`src/rtl/bus_pkg.sv`:
```
// Shared bus definitions: packet type, broadcast ID and destination-field accessor.
// Also used by the bus generator library.
package bus_pkg;
   localparam int         PKT_W    = 16;
   localparam logic [7:0] BCAST_ID = 8'hFF;

   typedef logic [PKT_W-1:0] pkt_t;

   function automatic logic [7:0] get_dest(pkt_t p);
      return p[PKT_W-1 -: 8];
   endfunction
endpackage

```
`src/rtl/bus_rx_port_if.sv`:
```
// Bus-side push beats plus device-side valid/ready output of one receive port.
interface bus_rx_port_if #(parameter int PCKG_SZ = 16);
   logic               push;
   logic [PCKG_SZ-1:0] D_push;
   logic [PCKG_SZ-1:0] dout;
   logic               dout_valid;
   logic               dout_ready;

   modport master (output push, D_push, dout_ready, input dout, dout_valid);
   modport slave  (input push, D_push, dout_ready, output dout, dout_valid);
endinterface

```
`src/rtl/bus_rx_fifo.sv`:
```
// First-word-fall-through FIFO; dout is registered and keeps the last packet while empty.
module bus_rx_fifo #(
   parameter int PCKG_SZ = 16,
   parameter int DEPTH   = 8,
   localparam int AW     = $clog2(DEPTH)
) (
   input  logic               clk,
   input  logic               rst_n,
   input  logic               wr_en,
   input  logic [PCKG_SZ-1:0] din,
   input  logic               rd_en,
   output logic [PCKG_SZ-1:0] dout,
   output logic [AW:0]        level,
   output logic               full,
   output logic               empty
);
   logic [PCKG_SZ-1:0] mem [DEPTH];
   logic [AW:0]        wr_ptr, rd_ptr, rd_ptr_nx, wr_ptr_nx, level_nx;
   logic [AW-1:0]      wr_addr, rd_addr_nx;

   assign wr_addr    = wr_ptr[AW-1:0];
   assign rd_ptr_nx  = rd_ptr + {{AW{1'b0}}, rd_en};
   assign wr_ptr_nx  = wr_ptr + {{AW{1'b0}}, wr_en};
   assign rd_addr_nx = rd_ptr_nx[AW-1:0];
   assign level_nx   = wr_ptr_nx - rd_ptr_nx;

   assign level = wr_ptr - rd_ptr;
   assign full  = (level == (AW+1)'(DEPTH));
   assign empty = (level == '0);

   always_ff @(posedge clk) begin
      if (wr_en) mem[wr_addr] <= din;
   end

   // A write into the slot that becomes the head must bypass the array.
   always_ff @(posedge clk or negedge rst_n) begin
      if (!rst_n) begin
         wr_ptr <= '0;
         rd_ptr <= '0;
         dout   <= '0;
      end else begin
         wr_ptr <= wr_ptr_nx;
         rd_ptr <= rd_ptr_nx;
         if (level_nx != '0)
            dout <= (wr_en && (wr_addr == rd_addr_nx)) ? din : mem[rd_addr_nx];
      end
   end
endmodule

```
`src/rtl/bus_rx_port.sv`:
```
// Receive endpoint: destination filter, packet FIFO, statistics counters and sticky error flags.
module bus_rx_port import bus_pkg::*; #(
   parameter int         PCKG_SZ = 16,
   parameter logic [7:0] DEV_ID  = 8'd0,
   parameter logic [7:0] BCAST   = BCAST_ID,
   parameter int         DEPTH   = 8,
   parameter int         CNT_W   = 16
) (
   input  logic                     clk,
   input  logic                     reset,
   bus_rx_port_if.slave             bus,
   output logic [$clog2(DEPTH):0]   level,
   output logic                     full,
   output logic [CNT_W-1:0]         rx_cnt,
   output logic [CNT_W-1:0]         drop_cnt,
   output logic [CNT_W-1:0]         miss_cnt,
   output logic                     ovf_err,
   output logic                     id_err,
   input  logic                     err_clr
);
   logic [7:0] dest;
   logic       match, pop_now, wr_en, ovf_evt, miss_evt, empty;

   assign dest     = bus.D_push[PCKG_SZ-1 -: 8];
   assign match    = (dest == DEV_ID) || (dest == BCAST);
   assign pop_now  = bus.dout_valid && bus.dout_ready;
   // A pop on the same edge frees the slot the incoming packet needs.
   assign wr_en    = bus.push && match && (!full || pop_now);
   assign ovf_evt  = bus.push && match && full && !pop_now;
   assign miss_evt = bus.push && !match;

   assign bus.dout_valid = !empty;

   bus_rx_fifo #(.PCKG_SZ(PCKG_SZ), .DEPTH(DEPTH)) u_fifo (
      .clk   (clk),
      .rst_n (reset),
      .wr_en (wr_en),
      .din   (bus.D_push),
      .rd_en (pop_now),
      .dout  (bus.dout),
      .level (level),
      .full  (full),
      .empty (empty)
   );

   always_ff @(posedge clk or negedge reset) begin
      if (!reset) begin
         rx_cnt   <= '0;
         drop_cnt <= '0;
         miss_cnt <= '0;
         ovf_err  <= 1'b0;
         id_err   <= 1'b0;
      end else begin
         if (wr_en)    rx_cnt   <= rx_cnt + 1'b1;
         if (ovf_evt)  drop_cnt <= drop_cnt + 1'b1;
         if (miss_evt) miss_cnt <= miss_cnt + 1'b1;
         // A new event in the clearing cycle wins over err_clr.
         if (ovf_evt)      ovf_err <= 1'b1;
         else if (err_clr) ovf_err <= 1'b0;
         if (miss_evt)     id_err  <= 1'b1;
         else if (err_clr) id_err  <= 1'b0;
      end
   end
endmodule

```
`src/flat_wrapper.sv`:
```
// flat-port wrapper written by rule: the top's interface ports become plain ports
module bus_rx_port_flat import bus_pkg::*;
#(
   parameter int         PCKG_SZ = 16,
   parameter logic [7:0] DEV_ID  = 8'd0,
   parameter logic [7:0] BCAST   = BCAST_ID,
   parameter int         DEPTH   = 8,
   parameter int         CNT_W   = 16
)
  (clk, reset, level, full, rx_cnt, drop_cnt, miss_cnt, ovf_err, id_err, err_clr, bus_push, bus_D_push, bus_dout_ready, bus_dout, bus_dout_valid);
  bus_rx_port_if #(.PCKG_SZ(PCKG_SZ)) bus_i ();
  input  logic clk;
  input  logic reset;
  output logic [$clog2(DEPTH):0] level;
  output logic full;
  output logic [CNT_W-1:0] rx_cnt;
  output logic [CNT_W-1:0] drop_cnt;
  output logic [CNT_W-1:0] miss_cnt;
  output logic ovf_err;
  output logic id_err;
  input  logic err_clr;
  input wire logic [$bits(bus_i.push)-1:0] bus_push;
  input wire logic [$bits(bus_i.D_push)-1:0] bus_D_push;
  input wire logic [$bits(bus_i.dout_ready)-1:0] bus_dout_ready;
  output wire logic [$bits(bus_i.dout)-1:0] bus_dout;
  output wire logic [$bits(bus_i.dout_valid)-1:0] bus_dout_valid;
  assign bus_i.push = bus_push;
  assign bus_i.D_push = bus_D_push;
  assign bus_i.dout_ready = bus_dout_ready;
  assign bus_dout = bus_i.dout;
  assign bus_dout_valid = bus_i.dout_valid;
  bus_rx_port #(.PCKG_SZ(PCKG_SZ), .DEV_ID(DEV_ID), .BCAST(BCAST), .DEPTH(DEPTH), .CNT_W(CNT_W)) u_core (.clk(clk), .reset(reset), .bus(bus_i), .level(level), .full(full), .rx_cnt(rx_cnt), .drop_cnt(drop_cnt), .miss_cnt(miss_cnt), .ovf_err(ovf_err), .id_err(id_err), .err_clr(err_clr));
endmodule
```
`config.mk`:
```
export PLATFORM = sky130hd
export DESIGN_NAME = bus_rx_port_flat
export DESIGN_NICKNAME = d
export VERILOG_FILES = /design/src/rtl/bus_pkg.sv /design/src/rtl/bus_rx_port_if.sv /design/src/rtl/bus_rx_fifo.sv /design/src/rtl/bus_rx_port.sv /design/src/flat_wrapper.sv
export SDC_FILE = /design/constraint.sdc
export NUM_CORES = 1
export LEC_CHECK = 0
export BUFFER_PORTS_ARGS = -buffer_cell sky130_fd_sc_hd__buf_2
export CAP_MARGIN = 15
export CORE_MARGIN = 1
export CORE_UTILIZATION = 39
export CTS_CLUSTER_SIZE = 40
export DETAILED_ROUTE_END_ITERATION = 10
export SYNTH_ARGS = -nofsm -noshare
export SYNTH_HDL_FRONTEND = slang
export SYNTH_SLANG_ARGS = --single-unit
```
`constraint.sdc`:
```
create_clock -name clk -period 11.5 [get_ports clk]
set_clock_uncertainty 0.1 [all_clocks]
set_input_delay 0.575 -clock clk [delete_from_list [all_inputs] [get_ports clk]]
set_output_delay 0.575 -clock clk [all_outputs]
set_load 0.01 [all_outputs]
```
==> results.py, run 1 <==
metrics = {
    "status": {
        "status": "finished, final reports clean",
    },
    "critical_path": {
        "crit_type": "register to register",
        "path_cells": "inv_1 -> ha_1 -> inv_1 -> fa_1 -> or4_1 -> and2_1 -> ha_2 -> ha_2 -> inv_1 -> ha_1 -> nor2b_1 -> nor4_1 -> o2111ai_2 -> mux2_2",
        "critPathTopFamily": "adder cells",
        "reg2reg_slack_ps": 5960,
        "worstReg2RegEnd": "u_core.u_fifo.dout[15]",
        "endpoint": "u_core.u_fifo.dout[15]",
        "path_depth": 14,
        "r2r_start": "u_core.u_fifo.wr_ptr[0]",
        "r2r_cells": 14,
        "worstPathArrival_ps": 5810,
        "path_buf_inv": 3,
        "critPathSlowestCell": "ha_2",
        "endpoint_kind": "register",
        "slowest_delay_ps": 960,
        "worstPathMaxFanout": 35,
        "crit_top_cell": "inv_1",
        "critPathLaunch": "u_core.u_fifo.wr_ptr[0]",
        "worstSetupStartpointType": "register",
        "required_ps": 11770,
    },
    "finish": {
        "drive_above_1_share_pct": 31.6,
        "antenna_cells": 0,
        "nNetsFinal": 683,
        "syn_to_final_growth_pct": 18.1,
        "post-route-util_pct": 47.5,
        "nFillCells": 1815,
    },
    "synth": {
        "synth_xor_area_share_pct": 5.73,
        "synth-compound-area-share_pct": 0.806,
        "yosys_warnings": 0,
        "synth_fp_nets": 579,
        "syn_area_um2": 8530,
        "yosysSeqAreaShare_pct": 66.7,
        "avgSynthCellArea_um2": 15.7,
        "yosys.cell_types.count": 40,
        "yosys.area_share.adder_pct": 2.14,
        "synth_top_flop_cell": "edfxtp_1",
        "synthSimpleGateAreaFrac_pct": 9.63,
        "synthCells": 544,
        "synth-seq-cells": 202,
        "synth_top_family_by_area": "multiplexers",
        "synth_mux_area_share_pct": 13.2,
        "async_flop_share_pct": 36.6,
        "synth-edff-count": 128,
    },
    "clock_tree": {
        "htreeDepth": 1,
        "cts.clk_slew.worst_paths_ps": 60,
        "hold_buffers": 0,
        "clockRootBuffer": "clkbuf_16",
        "cts_tree": "yes",
        "clk_latency_ps": 500,
        "cts_made_buffers": 21,
        "clk_path_buf_depth": 3,
        "cts_setup_buffers": 0,
        "clkSinkCount": 202,
        "ctsResizeCount": 0,
    },
    "sta": {
        "finalSetupViolCount": 0,
        "rsz0062_at_grt": "false",
        "finalCritPeriodShare_pct": 48.2,
        "slew_viol_final": 0,
        "tightest_slew_ps": 1190,
        "setup_tns_ps": 0,
        "slew_headroom_pct": 20.7,
        "final_hold_viol_count": 0,
        "period_minus_slack_ps": 5540,
        "fmax_mhz": 180,
    },
    "power_and_ir_drop": {
        "power_density_nw_per_um2": 235,
        "power_frac_seq_pct": 36.8,
        "p_sw_uw": 713,
        "power.leakage_uw": 0.00402,
        "ir_worst_vdd_mv": 0.193,
        "clock_power_share_pct": 29.3,
        "p_comb_share_pct": 33.9,
        "swShare_pct": 30.1,
        "power.internal_uw": 1660,
    },
    "floorplanning": {
        "die_w_um": 150,
        "rows": 53,
        "start_util_pct": 40.2,
        "io_pins": 93,
        "die_h_um": 150,
        "die-area_um2": 22500,
        "core-area_um2": 21200,
    },
    "global_route": {
        "grt_pass1_wl_um": 27300,
        "grt_max_degree": 75,
        "track_usage_pct": 15.9,
        "first_global_vias": 4952,
        "globalRouteOverflowTotal": 0,
        "antenna_found_initial": 0,
    },
    "detailed_routing": {
        "vias": 4781,
        "drc_errors": 0,
        "antenna_left": 0,
        "drtIter0Drc": 287,
        "drt_wl_total_um": 17500,
        "via_per_inst": 5.10,
        "routedWlPerCell_um": 18.7,
        "dr.pass1.iters": 4,
    },
    "flow_run": {
        "drv_cap": 0,
    },
    "worst_hold_path": {
        "holdCritPathClass": "input pin to asynchronous set/reset pin",
    },
    "placement": {
        "gp_congestion": 0.805,
        "dp_hpwl_um": 10700,
        "io_buffers": 92,
    },
}
==> worst register-to-register path: stages (launching register included) <==
cell       delay [ps]
dfrtp_1           530
inv_1             110
ha_1              220
inv_1              70
fa_1              450
or4_1             550
and2_1            190
ha_2              180
ha_2              960
inv_1             120
ha_1              350
nor2b_1           230
nor4_1             90
o2111ai_2         860
mux2_2            430
==> flip-flops by register name, summed over array words and instances (netlist names) <==
| name | flops |
|---|---|
| u_core.rx_cnt | 16 |
| u_core.u_fifo.rd_ptr | 4 |
| u_core.id_err | 1 |
| u_core.miss_cnt | 16 |
| u_core.drop_cnt | 16 |
| u_core.ovf_err | 1 |
| u_core.u_fifo.wr_ptr | 4 |
| u_core.u_fifo.dout | 16 |
| u_core.u_fifo.mem | 128 |
==> cell usage after synthesis, types with 3 or more instances <==
master	count	area (um2)
clkbuf_1	8	30.0
edfxtp_1	128	3840
xor2_1	25	219
nand3_1	17	85.1
mux2_4	10	150
inv_1	17	63.8
mux2_2	17	191
buf_2	5	25.0
nor3_1	12	60.1
and3_1	10	62.6
nor4_1	7	43.8
mux4_2	32	721
nand2_1	28	105
mux2_1	6	67.6
nand4_1	13	81.3
o21ai_0	3	15.0
xnor2_1	29	254
ha_1	13	163
and4_1	3	26.3
dfrtp_1	74	1850
nand2b_1	3	18.8
nor2_1	62	233
==> worst min-delay path by stage <==
stage	slack (ps)	endpoint	depth (start not counted)
floorplan	180	u_core.drop_cnt[0]	0
global placement	350	u_core.rx_cnt[15]	1
detailed placement	350	u_core.rx_cnt[15]	1
CTS	160	u_core.id_err	2
global route	170	u_core.id_err	2
finish	130	u_core.rx_cnt[3]	1
==> metrics by stage <==
step | hold WS, ps | cell area (um2) | setup slack, ps | std cells | power (uW)
after detailed placement | 354 | 9350 | 5910 | 899 | 1710
final | 132 | 10100 | 5960 | 937 | 2370
after CTS | 160 | 10100 | 5880 | 936 | 2410
after floorplan | 179 | 8530 | 6660 | 544 | 1480
after global placement | 352 | 9350 | 6110 | 899 | 1690
after global routing | 171 | 10100 | 5520 | 937 | 2500
==> layout by cell type (no fill, tap or decap), types with 3 or more instances in the layout <==
| master | instances |
|---|---|
| edfxtp_1 | 128 |
| buf_2 | 91 |
| dfrtp_1 | 74 |
| nor2_1 | 59 |
| mux4_2 | 32 |
| xnor2_1 | 29 |
| nand2_1 | 28 |
| xor2_1 | 25 |
| clkbuf_16 | 22 |
| inv_1 | 17 |
| nand3_1 | 17 |
| mux2_2 | 17 |
| nand4_1 | 13 |
| ha_1 | 11 |
| and3_1 | 10 |
| mux2_4 | 10 |
| nor3_1 | 8 |
| nor4_1 | 6 |
| mux2_1 | 6 |
| nor3_4 | 4 |
| clkbuf_8 | 4 |
| buf_4 | 4 |
| nand2b_1 | 3 |
| nor2_2 | 3 |
| and4_1 | 3 |
| o21ai_0 | 3 |
| clkbuf_1 | 3 |
| clkinv_2 | 3 |
==> power groups by stage <==
stage	registers [uW]	clock network, uW	logic (uW)
after global placement	885	0	801
after CTS	872	711	823
after global routing	880	739	885
final	872	695	804
after detailed placement	887	0	821
after floorplan	901	0	584
==> routing by layer <==
metal / part of all wire [%] / vias to the layer above / track usage (%)
met4: 1.4 / 0 / 4.04
met1: 43 / 2436 / 21.2
met2: 51 / 101 / 27.2
met3: 4.7 / 23 / 2.47
li1: - / 2221 / -
met5: 0 / - / 0
==> cells by family (layout without fill, tap and decap cells) <==
| kind of cell | count (synthesis) | count (layout) |
|---|---|---|
| flip-flops | 202 | 202 |
| adder cells (fa/ha/maj) | 14 | 14 |
| XOR/XNOR | 55 | 55 |
| multiplexers | 65 | 65 |
| AND/OR/NAND/NOR | 167 | 167 |
| buffers and inverters | 33 | 151 |
| AO/OA/AOI/OAI | 8 | 8 |
==> cell type report <==
type | count | area, um2 | area share [%]
clock buffers | 29 | 617 | 6.12
clock inverters | 8 | 98.8 | 0.981
inverters | 18 | 67.6 | 0.671
multi-input cells | 309 | 2760 | 27.4
flip-flops and latches | 202 | 5700 | 56.5
well taps | 275 | 344 | 3.41
repair buffers | 96 | 497 | 4.93
Power figures use the tool's default switching activity.
==> run 2: changes to the inputs <==
- ABC_AREA: not set -> 1
- clock period: 11.5 -> 4.8 ns (I/O delays scaled with it)
==> results.py, run 2 <==
metrics = {
    "detailed_routing": {
        "routedWlPerCell_um": 15.5,
        "drt_wl_total_um": 21600,
        "dr.pass1.iters": 5,
        "drtIter0Drc": 426,
        "vias": 6774,
        "drc_errors": 0,
        "antenna_left": 0,
        "via_per_inst": 4.86,
    },
    "synth": {
        "syn_area_um2": 9400,
        "synth_top_flop_cell": "edfxtp_1",
        "yosysSeqAreaShare_pct": 60.6,
        "synth-edff-count": 128,
        "yosys.cell_types.count": 40,
        "ys_top_cells_by_area": "edfxtp_1, dfrtp_1, nand2_1",
        "synth_fp_nets": 974,
        "synth-seq-cells": 202,
        "synthCells": 939,
        "synth_top_cells_by_count": "nand2_1, edfxtp_1, inv_1",
        "netlist.area_leader.share_pct": 40.9,
        "avgSynthCellArea_um2": 10.0,
        "synth_area_leader_cell": "edfxtp_1",
        "async_flop_share_pct": 36.6,
        "yosys_warnings": 0,
        "synth_most_common_cell": "nand2_1",
    },
    "finish": {
        "nNetsFinal": 1092,
        "syn_to_final_growth_pct": 19.3,
        "top_register": "u_core.u_fifo.mem",
        "final_cells": 1394,
        "drive_above_1_share_pct": 15.8,
        "antenna_cells": 0,
        "final_common_cell": "nand2_1",
        "largest_reg_flops": 128,
        "post-route-util_pct": 47.6,
        "final_cell_mix": "nand2_1, edfxtp_1, inv_1",
    },
    "sta": {
        "final_hold_viol_count": 0,
        "slew_viol_final": 0,
        "finalCritPeriodShare_pct": 87.7,
        "rsz0062_at_grt": "false",
        "slew_headroom_pct": 35.2,
        "finalSetupViolCount": 0,
        "setup_tns_ps": 0,
        "period_minus_slack_ps": 4210,
        "whs_ps": 65.2,
        "tightest_slew_ps": 971,
        "fmax_mhz": 238,
    },
    "critical_path": {
        "r2r_cells": 20,
        "required_ps": 5100,
        "path_cells": "inv_1 -> ha_1 -> inv_1 -> fa_1 -> or2_1 -> nor2_1 -> nand3_1 -> nand2_1 -> inv_1 -> ha_4 -> ha_2 -> inv_1 -> ha_1 -> inv_1 -> o21bai_1 -> or2_2 -> a21oi_2 -> nand3_1 -> nand2_1 -> nand2_1",
        "crit_top_cell": "inv_1",
        "worstPathMaxFanout": 16,
        "worstPathArrival_ps": 4500,
        "crit_type": "register to register",
        "critPathSlowestCell": "nand3_1",
        "worstSetupStartpointType": "register",
        "slowest_delay_ps": 460,
        "endpoint_kind": "register",
    },
    "global_route": {
        "grt_max_degree": 129,
        "antenna_found_initial": 0,
        "globalRouteOverflowTotal": 0,
        "first_global_vias": 6490,
        "grt_pass1_wl_um": 34500,
        "track_usage_pct": 18.0,
    },
    "floorplanning": {
        "io_pins": 93,
        "die_h_um": 157,
        "die-area_um2": 24700,
        "die_w_um": 157,
        "rows": 56,
        "core-area_um2": 23500,
        "start_util_pct": 39.9,
    },
    "placement": {
        "gp_congestion": 0.813,
        "io_buffers": 92,
        "dp_cells": 1332,
        "dp_hpwl_um": 13900,
    },
    "clock_tree": {
        "cts_tree": "yes",
        "clockRootBuffer": "clkbuf_16",
        "cts_setup_buffers": 0,
        "clkSinkCount": 202,
        "hold_buffers": 18,
        "clk_latency_ps": 510,
        "htreeDepth": 1,
        "cts_made_buffers": 24,
        "cts.clk_slew.worst_paths_ps": 60,
        "ctsResizeCount": 0,
        "clk_path_buf_depth": 3,
    },
    "power_and_ir_drop": {
        "power.leakage_uw": 0.00492,
        "ir_worst_vdd_mv": 0.401,
        "finalPower_uw": 6360,
        "power_density_nw_per_um2": 567,
    },
    "worst_hold_path": {
        "whs_path_depth": 4,
        "holdCritPathClass": "input pin to register",
    },
    "status": {
        "status": "finished, final reports clean",
    },
    "flow_run": {
        "drv_cap": 0,
    },
}
run 2: worst paths after layout:
| path | from | endpoint | slack, ps |
|---|---|---|---|
| hold / removal | bus_dout_ready | u_core.u_fifo.rd_ptr[0] | 70 |
| min in group asynchronous | reset | u_core.drop_cnt[11] | 320 |
| max in group asynchronous | reset | u_core.u_fifo.rd_ptr[2] | 3640 |
| setup reg to reg | u_core.u_fifo.wr_ptr[0] | u_core.u_fifo.dout[10] | 590 |
| setup / recovery | u_core.u_fifo.wr_ptr[0] | u_core.u_fifo.dout[10] | 590 |
| hold reg to reg | u_core.u_fifo.dout[13] | u_core.u_fifo.dout[13] | 410 |
run 2: cells by family (layout without fill, tap and decap cells):
logic type | after synthesis | count (layout) | share of synthesized area, %
buffers and inverters | 161 | 297 | 6.84
XOR/XNOR | 50 | 50 | 4.82
flip-flops | 202 | 202 | 60.6
AND/OR/NAND/NOR | 364 | 364 | 17.0
adder cells (fa/ha/maj) | 14 | 14 | 1.94
AO/OA/AOI/OAI | 148 | 148 | 8.83
run 2: layout make-up:
class                   instances  area (um2)
inverters                     125         469
clock buffers                  29         641
multi-input cells             576        3120
fillers                      2236       12300
clock inverters                15        98.8
well taps                     319         399
repair buffers                128         791
flip-flops and latches        202        5700
run 2: metrics by stage:
step	cell area, um2	setup WS (ps)
2_1_floorplan	9400	325
3_3_place_gp	10300	636
3_5_place_dp	10300	601
4_1_cts	11200	573
5_1_grt	11200	226
6_report	11200	591
run 2: report_power, final:
part	internal (uW)	leakage [uW]	total [uW]	switching, uW
logic	891	0.00250	2500	1610
registers	2010	0.00204	2140	137
clock network	1000	0.000373	1710	707
total	3900	0.00492	6360	2460
run 2: per-layer routing:
| metal | GRT usage (%) | vias to the layer above | wire (um) |
|---|---|---|---|
| met5 | 0 | - | 0 |
| met4 | 3.84 | 0 | 346 |
| met3 | 4.05 | 24 | 1400 |
| met2 | 28.7 | 167 | 9720 |
| met1 | 25.0 | 3213 | 10100 |
| li1 | - | 3370 | - |
run 2: critical path, delay by kind of cell, from the launching register on:
family / cells / cell delay [ps]
compound gates: 2 / 210
fa+ha+maj: 5 / 1360
buf+inv: 5 / 330
flops: 1 / 400
simple gates: 8 / 1680
==> run 3: changes to the inputs <==
- MAX_ROUTING_LAYER: not set -> met4
==> results.py, run 3 (synthesis gave the netlist of run 2 again) <==
metrics = {
    "sta": {
        "finalSetupViolCount": 0,
        "fmax_mhz": 238,
        "slew_viol_final": 0,
        "period_minus_slack_ps": 4210,
        "tightest_slew_ps": 962,
        "slew_headroom_pct": 35.9,
        "finalCritPeriodShare_pct": 87.6,
        "rsz0062_at_grt": "false",
        "final_hold_viol_count": 0,
        "setup_tns_ps": 0,
    },
    "critical_path": {
        "worstPathMaxFanout": 16,
        "crit_top_cell": "inv_1",
        "critPathSlowestCell": "nand3_1",
        "path_cells": "inv_1 -> ha_1 -> inv_1 -> fa_1 -> or2_1 -> nor2_1 -> nand3_1 -> nand2_1 -> inv_1 -> ha_4 -> ha_2 -> inv_1 -> ha_1 -> inv_1 -> o21bai_1 -> or2_2 -> a21oi_2 -> nand3_1 -> nand2_1 -> nand2_1",
        "crit_type": "register to register",
        "worstSetupStartpointType": "register",
        "slowest_delay_ps": 460,
        "required_ps": 5100,
        "worstPathArrival_ps": 4500,
        "endpoint_kind": "register",
    },
    "finish": {
        "antenna_cells": 0,
        "syn_to_final_growth_pct": 19.3,
        "largest_reg_flops": 128,
        "final_common_cell": "nand2_1",
        "drive_above_1_share_pct": 15.8,
        "nNetsFinal": 1092,
        "top_register": "u_core.u_fifo.mem",
        "final_cell_mix": "nand2_1, edfxtp_1, inv_1",
    },
    "clock_tree": {
        "ctsResizeCount": 0,
        "clk_path_buf_depth": 3,
        "cts_setup_buffers": 0,
        "cts.clk_slew.worst_paths_ps": 60,
        "cts_tree": "yes",
        "htreeDepth": 1,
        "cts_made_buffers": 24,
        "clkSinkCount": 202,
        "clk_latency_ps": 510,
        "hold_buffers": 18,
        "clockRootBuffer": "clkbuf_16",
    },
    "global_route": {
        "track_usage_pct": 18.5,
        "globalRouteOverflowTotal": 0,
        "grt_max_degree": 129,
        "antenna_found_initial": 0,
        "grt_pass1_wl_um": 34500,
        "first_global_vias": 6512,
    },
    "worst_hold_path": {
        "holdCritPathClass": "input pin to register",
    },
    "detailed_routing": {
        "drt_wl_total_um": 21600,
        "routedWlPerCell_um": 15.5,
        "vias": 6761,
        "drtIter0Drc": 437,
        "antenna_left": 0,
        "dr.pass1.iters": 5,
        "drc_errors": 0,
        "via_per_inst": 4.85,
    },
    "floorplanning": {
        "rows": 56,
        "die-area_um2": 24700,
        "start_util_pct": 39.9,
        "die_w_um": 157,
        "io_pins": 93,
        "die_h_um": 157,
        "core-area_um2": 23500,
    },
    "power_and_ir_drop": {
        "power.internal_uw": 3900,
        "power.leakage_uw": 0.00492,
        "power_density_nw_per_um2": 567,
        "p_sw_uw": 2460,
        "p_comb_share_pct": 39.4,
        "ir_worst_vdd_mv": 0.404,
        "power_frac_seq_pct": 33.7,
        "finalPower_uw": 6360,
        "swShare_pct": 38.7,
        "clock_power_share_pct": 26.9,
    },
    "placement": {
        "dp_hpwl_um": 13900,
        "io_buffers": 92,
        "gp_congestion": 0.825,
    },
    "status": {
        "status": "finished, final reports clean",
    },
    "flow_run": {
        "drv_cap": 0,
    },
}
==> run 3: through the flow <==
stage               hold slack, ps  instances  setup slack [ps]  util [%]  area (um2)
floorplan                     -156        939               325         -        9400
global placement               349       1332               636      43.7       10300
detailed placement             355       1332               601      43.7       10300
CTS                           54.9       1394               573      47.6       11200
global route                  83.3       1394               226      47.6       11200
finish                        63.8       1394               595      47.6       11200
==> run 3: critical path: cells and delay by family, from the launching register on <==
kind	cells	cell delay (ps)
DFF	1	400
adders and majority gates	5	1360
buffers and inverters	5	330
and+or+nand+nor	8	1680
AOI/OAI and AO/OA	2	210
==> run 3: final cells by class <==
class                   count  area [um2]
clock buffers              29         641
multi-input cells         576        3120
flip-flops and latches    202        5700
inverters                 125         469
clock inverters            15        98.8
repair buffers            128         791
fillers                  2236       12300
well taps                 319         399
==> run 3: final timing paths <==
check	to	cells after the start	slack [ps]	start
max in group asynchronous	u_core.u_fifo.rd_ptr[1]	2	3650	reset
setup / recovery	u_core.u_fifo.dout[10]	20	590	u_core.u_fifo.wr_ptr[0]
hold / removal	u_core.u_fifo.rd_ptr[0]	4	60	bus_dout_ready
setup reg to reg	u_core.u_fifo.dout[10]	20	590	u_core.u_fifo.wr_ptr[0]
min in group asynchronous	u_core.drop_cnt[11]	2	320	reset
hold reg to reg	u_core.u_fifo.dout[13]	2	410	u_core.u_fifo.dout[13]
==> run 3: metal layers <==
metal,track usage (%),up-vias,part of all wire (%)
met4,3.84,0,1.6
li1,-,3363,-
met5,-,-,0
met3,3.80,25,6.0
met1,25.1,3227,47
met2,28.7,146,45
==> run 3: power groups by stage <==
stage	clock [uW]	combinational [uW]	sequential, uW
6_report	1710	2500	2140
3_5_place_dp	0	2490	2180
2_1_floorplan	0	1740	2190
4_1_cts	1740	2520	2140
3_3_place_gp	0	2470	2180
5_1_grt	1800	2830	2160
